==> src/rtl/byte_lane_arbiter_pkg.sv <==
// Shared types and helpers for the byte-lane arbiter and its round-robin picker.
// Optional build macro for the arbiter: ARB_WORD_STATS_EN (per-lane word counters).
package arb_pkg;

    typedef enum logic [1:0] {
        IDLE = 2'd0,
        XFER = 2'd1,
        PAD  = 2'd2
    } arb_state_e;

    localparam int BYTES_PER_WORD_DEF = 4;

    // Index width for n items; never returns 0 so single-entry vectors stay legal.
    function automatic int idx_w(input int n);
        return (n > 1) ? $clog2(n) : 1;
    endfunction

endpackage

==> src/rtl/byte_lane_arbiter_if.sv <==
// Lane-side and packer-side signals of the byte-lane arbiter.
// master = arbiter view, slave = requesters/packer view.
interface byte_lane_arbiter_if import arb_pkg::*; #(
    parameter int NUM_REQ = 4,
    parameter int DATA_W  = 8,
    parameter int LANE_W  = idx_w(NUM_REQ)
);
    logic [NUM_REQ-1:0]        req_valid;
    logic [NUM_REQ*DATA_W-1:0] req_data;
    logic [NUM_REQ-1:0]        req_pop;
    logic                      down_ready;
    logic [DATA_W-1:0]         data_out;
    logic                      valid_out;
    logic [LANE_W-1:0]         lane_id;
    logic                      word_last;
    logic                      pad_err;

    modport master (
        input  req_valid, req_data, down_ready,
        output req_pop, data_out, valid_out, lane_id, word_last, pad_err
    );

    modport slave (
        output req_valid, req_data, down_ready,
        input  req_pop, data_out, valid_out, lane_id, word_last, pad_err
    );
endinterface

==> src/rtl/byte_lane_arbiter_rr_pick.sv <==
// Combinational round-robin selector: first set request after last_grant, wrapping.
// Direction-agnostic, so the 32b->8b unpacker path can reuse it.
module rr_pick import arb_pkg::*; #(
    parameter int N = 4,
    parameter int W = idx_w(N)
) (
    input  logic [N-1:0] req,
    input  logic [W-1:0] last_grant,
    output logic         any,
    output logic [W-1:0] idx
);
    logic         found;
    logic [W-1:0] cand;

    // NOTE: every always_comb output gets a default first so no path leaves it unassigned (no latch).
    always_comb begin
        any   = |req;
        idx   = '0;
        found = 1'b0;
        cand  = '0;
        for (int k = 1; k <= N; k++) begin
            cand = W'((int'(last_grant) + k) % N);
            if (!found && req[cand]) begin
                idx   = cand;
                found = 1'b1;
            end
        end
    end
endmodule

==> src/rtl/byte_lane_arbiter.sv <==
// Round-robin arbiter feeding one 8b->32b packer; a grant lasts one whole word.
// Optional: define ARB_WORD_STATS_EN to add per-lane 16-bit completed-word counters.
module byte_lane_arbiter import arb_pkg::*; #(
    parameter int NUM_REQ        = 4,
    parameter int DATA_W         = 8,
    parameter int BYTES_PER_WORD = BYTES_PER_WORD_DEF,
    parameter int STALL_MAX      = 15
) (
    input  logic                 clk_4f,
    input  logic                 reset_L,
    byte_lane_arbiter_if.master  bus
`ifdef ARB_WORD_STATS_EN
    ,
    output logic [NUM_REQ*16-1:0] word_count
`endif
);
    localparam int LANE_W  = idx_w(NUM_REQ);
    localparam int CNT_W   = idx_w(BYTES_PER_WORD);
    localparam int STALL_W = $clog2(STALL_MAX + 1);

    localparam logic [CNT_W-1:0]   LAST_BYTE = CNT_W'(BYTES_PER_WORD - 1);
    localparam logic [STALL_W-1:0] STALL_TOP = STALL_W'(STALL_MAX);
    localparam logic [STALL_W-1:0] STALL_PRE = STALL_W'(STALL_MAX - 1);

    arb_state_e         state;
    logic [LANE_W-1:0]  grant;
    logic [LANE_W-1:0]  last_grant;
    logic [CNT_W-1:0]   byte_cnt;
    logic [STALL_W-1:0] stall_cnt;
    logic [DATA_W-1:0]  data_q;
    logic               valid_q;
    logic [LANE_W-1:0]  lane_id_q;
    logic               last_q;
    logic               pad_q;

    logic               pick_any;
    logic [LANE_W-1:0]  pick_idx;
    logic               gnt_valid;
    logic [DATA_W-1:0]  gnt_data;
    logic               pop;
    logic               word_done;

    rr_pick #(.N(NUM_REQ), .W(LANE_W)) u_pick (
        .req        (bus.req_valid),
        .last_grant (last_grant),
        .any        (pick_any),
        .idx        (pick_idx)
    );

    always_comb begin
        gnt_valid = 1'b0;
        gnt_data  = '0;
        for (int i = 0; i < NUM_REQ; i++) begin
            if (grant == LANE_W'(i)) begin
                gnt_valid = bus.req_valid[i];
                gnt_data  = bus.req_data[i*DATA_W +: DATA_W];
            end
        end
    end

    assign pop = (state == XFER) && gnt_valid && bus.down_ready;

    always_comb begin
        bus.req_pop = '0;
        if (pop) bus.req_pop[grant] = 1'b1;
    end

    assign word_done = (byte_cnt == LAST_BYTE) &&
                       (pop || (state == PAD && bus.down_ready));

    // NOTE: all state below uses non-blocking assignments so every register samples pre-edge values.
    always_ff @(posedge clk_4f or negedge reset_L) begin
        if (!reset_L) begin
            state      <= IDLE;
            grant      <= '0;
            last_grant <= LANE_W'(NUM_REQ - 1);
            byte_cnt   <= '0;
            stall_cnt  <= '0;
            data_q     <= '0;
            valid_q    <= 1'b0;
            lane_id_q  <= '0;
            last_q     <= 1'b0;
            pad_q      <= 1'b0;
        end else begin
            case (state)
                IDLE: begin
                    valid_q <= 1'b0;
                    last_q  <= 1'b0;
                    if (pick_any) begin
                        grant     <= pick_idx;
                        lane_id_q <= pick_idx;
                        state     <= XFER;
                    end
                end
                XFER: begin
                    if (pop) begin
                        // A pop always beats a stall expiring in the same cycle.
                        data_q    <= gnt_data;
                        valid_q   <= 1'b1;
                        stall_cnt <= '0;
                        if (word_done) begin
                            last_q     <= 1'b1;
                            byte_cnt   <= '0;
                            last_grant <= grant;
                            state      <= IDLE;
                        end else begin
                            last_q   <= 1'b0;
                            byte_cnt <= byte_cnt + 1'b1;
                        end
                    end else begin
                        valid_q <= 1'b0;
                        last_q  <= 1'b0;
                        // Only a starved lane mid-word counts; backpressure never pads.
                        if (!gnt_valid && bus.down_ready && byte_cnt != '0) begin
                            if (stall_cnt == STALL_PRE) begin
                                stall_cnt <= STALL_TOP;
                                pad_q     <= 1'b1;
                                state     <= PAD;
                            end else if (stall_cnt != STALL_TOP) begin
                                stall_cnt <= stall_cnt + 1'b1;
                            end
                        end
                    end
                end
                PAD: begin
                    if (bus.down_ready) begin
                        data_q  <= '0;
                        valid_q <= 1'b1;
                        if (word_done) begin
                            last_q     <= 1'b1;
                            byte_cnt   <= '0;
                            stall_cnt  <= '0;
                            last_grant <= grant;
                            state      <= IDLE;
                        end else begin
                            last_q   <= 1'b0;
                            byte_cnt <= byte_cnt + 1'b1;
                        end
                    end else begin
                        valid_q <= 1'b0;
                        last_q  <= 1'b0;
                    end
                end
                default: state <= IDLE;
            endcase
        end
    end

    assign bus.data_out  = data_q;
    assign bus.valid_out = valid_q;
    assign bus.lane_id   = lane_id_q;
    assign bus.word_last = last_q;
    assign bus.pad_err   = pad_q;

`ifdef ARB_WORD_STATS_EN
    logic [15:0] wcnt [NUM_REQ];

    // NOTE: the counter array is reset element by element; it is flops, not a RAM, so this is legal and required.
    always_ff @(posedge clk_4f or negedge reset_L) begin
        if (!reset_L) begin
            for (int i = 0; i < NUM_REQ; i++) wcnt[i] <= '0;
        end else if (word_done) begin
            wcnt[grant] <= wcnt[grant] + 16'd1;
        end
    end

    always_comb begin
        word_count = '0;
        for (int i = 0; i < NUM_REQ; i++) word_count[i*16 +: 16] = wcnt[i];
    end
`endif

endmodule

==> src/flat_wrapper.sv <==
// flat-port wrapper written by rule: the top's interface ports become plain ports
module byte_lane_arbiter_flat import arb_pkg::*;
#(
    parameter int NUM_REQ        = 4,
    parameter int DATA_W         = 8,
    parameter int BYTES_PER_WORD = BYTES_PER_WORD_DEF,
    parameter int STALL_MAX      = 15
)
  (clk_4f, reset_L, bus_req_valid, bus_req_data, bus_down_ready, bus_req_pop, bus_data_out, bus_valid_out, bus_lane_id, bus_word_last, bus_pad_err);
  byte_lane_arbiter_if #(.NUM_REQ(NUM_REQ), .DATA_W(DATA_W)) bus_i ();
  input  logic clk_4f;
  input  logic reset_L;
  input wire logic [$bits(bus_i.req_valid)-1:0] bus_req_valid;
  input wire logic [$bits(bus_i.req_data)-1:0] bus_req_data;
  input wire logic [$bits(bus_i.down_ready)-1:0] bus_down_ready;
  output wire logic [$bits(bus_i.req_pop)-1:0] bus_req_pop;
  output wire logic [$bits(bus_i.data_out)-1:0] bus_data_out;
  output wire logic [$bits(bus_i.valid_out)-1:0] bus_valid_out;
  output wire logic [$bits(bus_i.lane_id)-1:0] bus_lane_id;
  output wire logic [$bits(bus_i.word_last)-1:0] bus_word_last;
  output wire logic [$bits(bus_i.pad_err)-1:0] bus_pad_err;
  assign bus_i.req_valid = bus_req_valid;
  assign bus_i.req_data = bus_req_data;
  assign bus_i.down_ready = bus_down_ready;
  assign bus_req_pop = bus_i.req_pop;
  assign bus_data_out = bus_i.data_out;
  assign bus_valid_out = bus_i.valid_out;
  assign bus_lane_id = bus_i.lane_id;
  assign bus_word_last = bus_i.word_last;
  assign bus_pad_err = bus_i.pad_err;
  byte_lane_arbiter #(.NUM_REQ(NUM_REQ), .DATA_W(DATA_W), .BYTES_PER_WORD(BYTES_PER_WORD), .STALL_MAX(STALL_MAX)) u_core (.clk_4f(clk_4f), .reset_L(reset_L), .bus(bus_i));
endmodule
==> config.mk <==
export PLATFORM = sky130hd
export DESIGN_NAME = byte_lane_arbiter_flat
export DESIGN_NICKNAME = d
export VERILOG_FILES = /design/src/rtl/byte_lane_arbiter_pkg.sv /design/src/rtl/byte_lane_arbiter_if.sv /design/src/rtl/byte_lane_arbiter_rr_pick.sv /design/src/rtl/byte_lane_arbiter.sv /design/src/flat_wrapper.sv
export SDC_FILE = /design/constraint.sdc
export NUM_CORES = 1
export LEC_CHECK = 0
export ABC_AREA = 1
export BUFFER_PORTS_ARGS = -buffer_cell sky130_fd_sc_hd__buf_2
export CORE_MARGIN = 1.5
export CORE_UTILIZATION = 55
export CTS_CLUSTER_DIAMETER = 80
export DETAILED_ROUTE_END_ITERATION = 8
export GPL_ROUTABILITY_DRIVEN = 0
export HOLD_SLACK_MARGIN = 0.1
export PLACE_DENSITY_LB_ADDON = 0.1
export SETUP_SLACK_MARGIN = 0.02
export SYNTH_ARGS = -nofsm -noshare
export SYNTH_HDL_FRONTEND = slang
export SYNTH_SLANG_ARGS = --single-unit
==> constraint.sdc <==
create_clock -name clk_4f -period 3.3 [get_ports clk_4f]
set_input_delay 0.495 -clock clk_4f [delete_from_list [all_inputs] [get_ports clk_4f]]
set_output_delay 0.495 -clock clk_4f [all_outputs]
set_load 0.01 [all_outputs]
==> metrics.txt, run 1 <==
run status=finished clean; clock slew at reported path FFs=0.12 ns; Total Nets Final=375; Yosys cell types=29; DP Area=between 2000 and 2500 µm²; final instance area=~2100 µm²; initial antenna violation count=0; Most common cell on crit path=nand2_1; PortBufs=55; Wirelength per Cell=10.91 µm; post-route ant nets=0; syn nets=~320; # resized after CTS=0; fin crit share=69.24%; Setup WS post-layout=between 1 and 1.5 ns; CP Data Arrival Time=~1.8 ns; Min-Delay Path Class=in -> async; post-synthesis register bit count=23; area delta synth->final=18.02%; # clock sinks=23; Max rail drop VDD=around 0.46 mV; # DRC=0; Ys Warns=0; die area=about 3600 µm²; Tmin final=2.285 ns; die width=59.86 µm; final hold viol count=0; CP max FO=16; Std-Cell Rows=20; syn_area_per_cell=6.513 µm²; Final setup viols=0; final core utilization=68.73%; max-slew violations=0; Power Total=~1.8 mW; clock latency on the worst-skew pair=slightly above 0.3 ns; Synth area leader=dfrtp_1; CP Launch Type=register; Root Driver=clkbuf_4; top cells by area, synth=dfrtp_1 30%, nand2_1 21%, o21ai_0 9.0%; Setup Buffers After CTS=0; Leakage=about 1.2 nW; WP data required=2.80 ns; placed cells=approximately 370; detailed placer's ending HPWL=around 3.3 mm; # IOs=56; Via density=between 5 and 6; Slew headroom=66.11%; max_cap viols=0; sequential share of the synthesized area=32.51%; Fin Hold WS=approximately 0.14 ns; pin count of the biggest net entering global routing=24; core area=~3000 µm²; ANT cells=0; setup_tns=0 ns; fmax=between 0.4 and 0.5 GHz; RSZ-0062 raised after global routing=no; vias in the first global route=1565; PD cells=a little under 900 nW/µm²; Initial DRT Pass Iterations=4; vias post-DR=about 1900; worst-margin pin slew=between 0.5 and 0.6 ns; total gr overflow=0; max incr delay on CP=around 0.56 ns; die height=around 60 µm; Max Buffers Root-to-Sink=2; Starting Density=just under 60%; GRT Total Usage=approximately a quarter; number of buffers created by CTS=3; Cells after Synth=around 270; dpl ws=around 1.4 ns; CTS tree=yes; share of layout cells above drive strength 1=21.47%; hold_buf cts=0; critical path class=reg -> out; Final Skew=0.009294 ns; worst path cell trace=inv_2 -> nand2_1 -> nand2_1 -> nand3_2 -> nand2_2 -> nand2_4 -> nor3_1 -> buf_2; Total Routed Length=~4.0 mm; Post-Layout Cell Count=370; CP endpoint kind=primary output; H-tree lvl count=1; synthesized cell area=about 1800 µm²; Synth top area share=29.56%; first-pass GRT wire length=6.603 mm; DR iter-0 viols=57; Critical-path top delay cell=dfrtp_1
[metal layers]
layer / share of wire [%] / vias to the layer above / global-route usage [%]
li1: - / 992 / -
met1: 46 / 842 / 30.18
met2: 48 / 45 / 42.24
met3: 4.6 / 5 / 4.113
met4: 0.92 / 0 / 5.079
met5: 0 / - / 0
[final timing paths]
check | startpoint | end | slack [ns] | cells after the start
setup / recovery | u_core.grant[1]$_DFFE_PN0P_ | bus_req_pop[2] | 1.01 | 8
hold / removal | reset_L | u_core.grant[1]$_DFFE_PN0P_ | 0.14 | 1
max in group asynchronous | reset_L | u_core.last_grant[0]$_DFFE_PN1P_ | 2.80 | 1
hold reg to reg | u_core.bus.pad_err$_DFFE_PN0P_ | u_core.bus.pad_err$_DFFE_PN0P_ | 0.48 | 1
min in group clk_4f | u_core.bus.pad_err$_DFFE_PN0P_ | u_core.bus.pad_err$_DFFE_PN0P_ | 0.48 | 1
setup reg to reg | u_core.grant[1]$_DFFE_PN0P_ | u_core.bus.data_out[0]$_DFFE_PN0P_ | 1.34 | 12
[sequential cells by signal, summed over array words and instances, names as in the netlist]
name                  flops
u_core.grant              2
u_core.state              2
u_core.bus.word_last      1
u_core.stall_cnt          4
u_core.bus.data_out       8
u_core.bus.pad_err        1
u_core.byte_cnt           2
u_core.last_grant         2
u_core.bus.valid_out      1
[logic make-up (layout without fill, tap and decap cells)]
logic type / Yosys count / in the layout / synth area share, %
compound gates: 51 / 51 / 15.41
xor+xnor: 2 / 2 / 0.9854
fa+ha+maj: 9 / 9 / 6.334
buf+inv: 37 / 90 / 8.586
flops: 23 / 23 / 32.51
simple gates: 151 / 151 / 36.17
[critical path, delay by kind of cell (launching register included)]
| family | cells | cell delay (ns) |
|---|---|---|
| flip-flops | 1 | 0.56 |
| AND/OR/NAND/NOR | 6 | 0.56 |
| buffers and inverters | 2 | 0.36 |
[Yosys cell counts]
cell	instances
buf_2	2
nor4_1	1
nand2_1	101
inv_1	28
clkbuf_1	2
buf_6	1
nor2_2	1
nor2_4	1
inv_2	2
nand2_4	1
clkinv_1	1
xnor2_1	1
a21oi_1	8
buf_4	1
nor3_1	2
ha_1	9
o21bai_1	1
nand2_2	3
xor2_1	1
dfstp_2	2
o21ai_0	32
o211ai_1	5
dfrtp_1	21
nand4_1	5
nor2_1	17
nand3_2	2
o21ai_1	4
nand3_1	17
o221ai_1	1
[power by group]
group / leakage (nW) / switching (mW) / internal, mW
Sequential: 0.291 / 0.136 / 0.411
Combinational: 0.879 / 0.743 / 0.414
Clock: 0.0150 / 0.0794 / 0.0471
[final cells by class]
class	instances	area [µm²]
multi-input cells	213	1047
flip-flops and latches	23	578.1
inverters	31	116.4
clock buffers	4	26.28
fillers	318	954.7
well taps	44	55.05
repair buffers	55	275.3
[layout by cell type, fill, tap and decap left out, types with 4 or more instances in the layout]
cell type	n
a21oi_1	8
buf_2	55
dfrtp_1	21
ha_1	9
inv_1	28
nand2_1	101
nand3_1	17
nand4_1	5
nor2_1	17
o211ai_1	5
o21ai_0	32
o21ai_1	4
Note: power is estimated with default switching activity, not from simulation.
==> run 2: changes to the inputs <==
--- a/config.mk
+++ b/config.mk
@@ -8,7 +8,7 @@
 export ABC_AREA = 1
 export BUFFER_PORTS_ARGS = -buffer_cell sky130_fd_sc_hd__buf_2
 export CORE_MARGIN = 1.5
-export CORE_UTILIZATION = 55
+export CORE_UTILIZATION = 46
 export CTS_CLUSTER_DIAMETER = 80
 export DETAILED_ROUTE_END_ITERATION = 8
 export GPL_ROUTABILITY_DRIVEN = 0
==> constraint.sdc (replaced) <==
create_clock -name clk_4f -period 2.1 [get_ports clk_4f]
set_input_delay 0.315 -clock clk_4f [delete_from_list [all_inputs] [get_ports clk_4f]]
set_output_delay 0.315 -clock clk_4f [all_outputs]
set_load 0.01 [all_outputs]
==> run 2 against run 1 <==
Effect of this change:
- via count up 2.0%
- sequential share of layout area shrank 1.3 points
- count of clock-buffer cells in the layout stayed put
- total power increased by 68%
- non-clock buffer count rose by 9
- utilization fell by 8.9 points
- first-iteration DRC count is 110% higher
==> metrics.txt, run 2 (synthesis gave the netlist of run 1 again) <==
worst path bufs/invs=3; Crit path max-delay family=buffers and inverters; Reg2Reg Depth=11; post-route ant nets=0; Wirelength per Cell=approximately 11 µm; final instance area=~2200 µm²; CP Launch Type=register; number of buffers created by CTS=3; top sig layer=met4; H-tree lvl count=1; initial antenna violation count=0; most common cell after layout, fill and taps aside=nand2_1; clock slew at reported path FFs=~0.080 ns; max-slew violations=0; ANT cells=0; worst-margin pin slew=0.5043 ns; Setup WS post-layout=approximately 0.16 ns; Slew headroom=66.38%; met2 routed WL=around 2.1 mm; clock latency on the worst-skew pair=0.26 ns; WP data required=1.78 ns; fin crit share=between 90 and 100%; area delta synth->final=24.07%; setup_tns=0 ns; Met1 Wirelength=1.978 mm; # IOs=56; # DRC=0; Tmin final=between 1.5 and 2 ns; critical path class=reg -> out; die height=approximately 65 µm; Total Routed Length=~4.3 mm; total gr overflow=0; Total Nets Final=~380; Leakage=around 1.2 nW; Max Buffers Root-to-Sink=2; pin count of the biggest net entering global routing=24; CP max FO=10; core area=between 3000 and 4000 µm²; first-pass GRT wire length=~7.3 mm; run status=finished clean; vias in the first global route=1717; DP Area=roughly 2100 µm²; max incr delay on CP=about 0.38 ns; Starting Density=approximately 48%; die area=~4200 µm²; Most common cell on crit path=inv_1; DR iter-0 viols=121; Via density=5.018; # clock sinks=23; CP Data Arrival Time=1.63 ns; PortBufs=55; dpl ws=between 0.2 and 0.3 ns; GRT Total Usage=around 21%; Levels on crit path=7; Min-Delay Path Class=in -> reg; Final setup viols=0; fmax=0.5148 GHz; CTS tree=yes; Fin Hold WS=roughly 0.39 ns; Root Driver=clkbuf_8; detailed placer's ending HPWL=3.429 mm; most frequent cells in the layout=101 x nand2_1, 55 x buf_2, 32 x o21ai_0; max reg flops=8; Met3 Wirelength=~180 µm; hold path depth=3; die width=between 60 and 70 µm; CP endpoint kind=primary output; PD cells=roughly 1400 nW/µm²; RSZ-0062 raised after global routing=no; share of layout cells above drive strength 1=approximately a quarter; Final Skew=between 0.009 and 0.01 ns; vias post-DR=1922; worst path cell trace=inv_1 -> ha_4 -> nand2_1 -> inv_1 -> nand2_4 -> nor3_1 -> buf_2; max_cap viols=0; final core utilization=59.80%; Std-Cell Rows=22; final hold viol count=0; Initial DRT Pass Iterations=4; Max rail drop VDD=roughly 0.66 mV; Critical-path top delay cell=dfrtp_1
run 2: worst paths after layout:
path	start	endpoint	slack (ns)
max	u_core.state[1]$_DFFE_PN0P_	bus_req_pop[0]	0.16
min	bus_req_data[30]	u_core.bus.data_out[6]$_DFFE_PN0P_	0.39
max reg2reg	u_core.last_grant[0]$_DFFE_PN1P_	u_core.grant[0]$_DFFE_PN0P_	0.34
min reg2reg	u_core.bus.data_out[1]$_DFFE_PN0P_	u_core.bus.data_out[1]$_DFFE_PN0P_	0.47
max in group asynchronous	reset_L	u_core.grant[1]$_DFFE_PN0P_	1.18
min in group asynchronous	reset_L	u_core.state[0]$_DFFE_PN0P_	0.55
run 2: repair_timing:
| item | CTS | global route |
|---|---|---|
| cloned | 0 | 0 |
| hold buffers | 1 | 0 |
| setup buffers | 0 | 2 |
| resized for setup | 1 | 2 |
| endpoints found under the hold margin | 21 | 0 |
| endpoints found under the setup margin | 1 | 3 |
run 2: worst min-delay path, stage by stage:
cell and delay, ns:
buf_2 0.08, o211ai_1 0.10, o21ai_1 0.13
run 2: area by class of cell:
cell class              count  area, µm²
repair buffers             64      345.3
well taps                  48      60.06
multi-input cells         213       1060
clock buffers               4      45.04
inverters                  31      116.4
flip-flops and latches     23      579.3
fillers                   393       1483
run 2: power by group:
part	internal (mW)	switching, mW
Combinational	0.747	1.24
Sequential	0.649	0.174
Clock	0.135	0.135
Total	1.53	1.55
run 2: stage by stage:
stage,std cells,total power [mW]
2_1_floorplan,273,2.266
3_3_place_gp,376,2.747
3_5_place_dp,376,2.773
4_1_cts,381,3.060
5_1_grt,383,3.429
6_report,383,3.082
run 2: routing by layer:
layer	up-vias	global-route usage (%)
met1	874	28.67
met3	4	3.425
li1	1007	-
met4	0	2.865
met5	-	0
met2	37	37.50
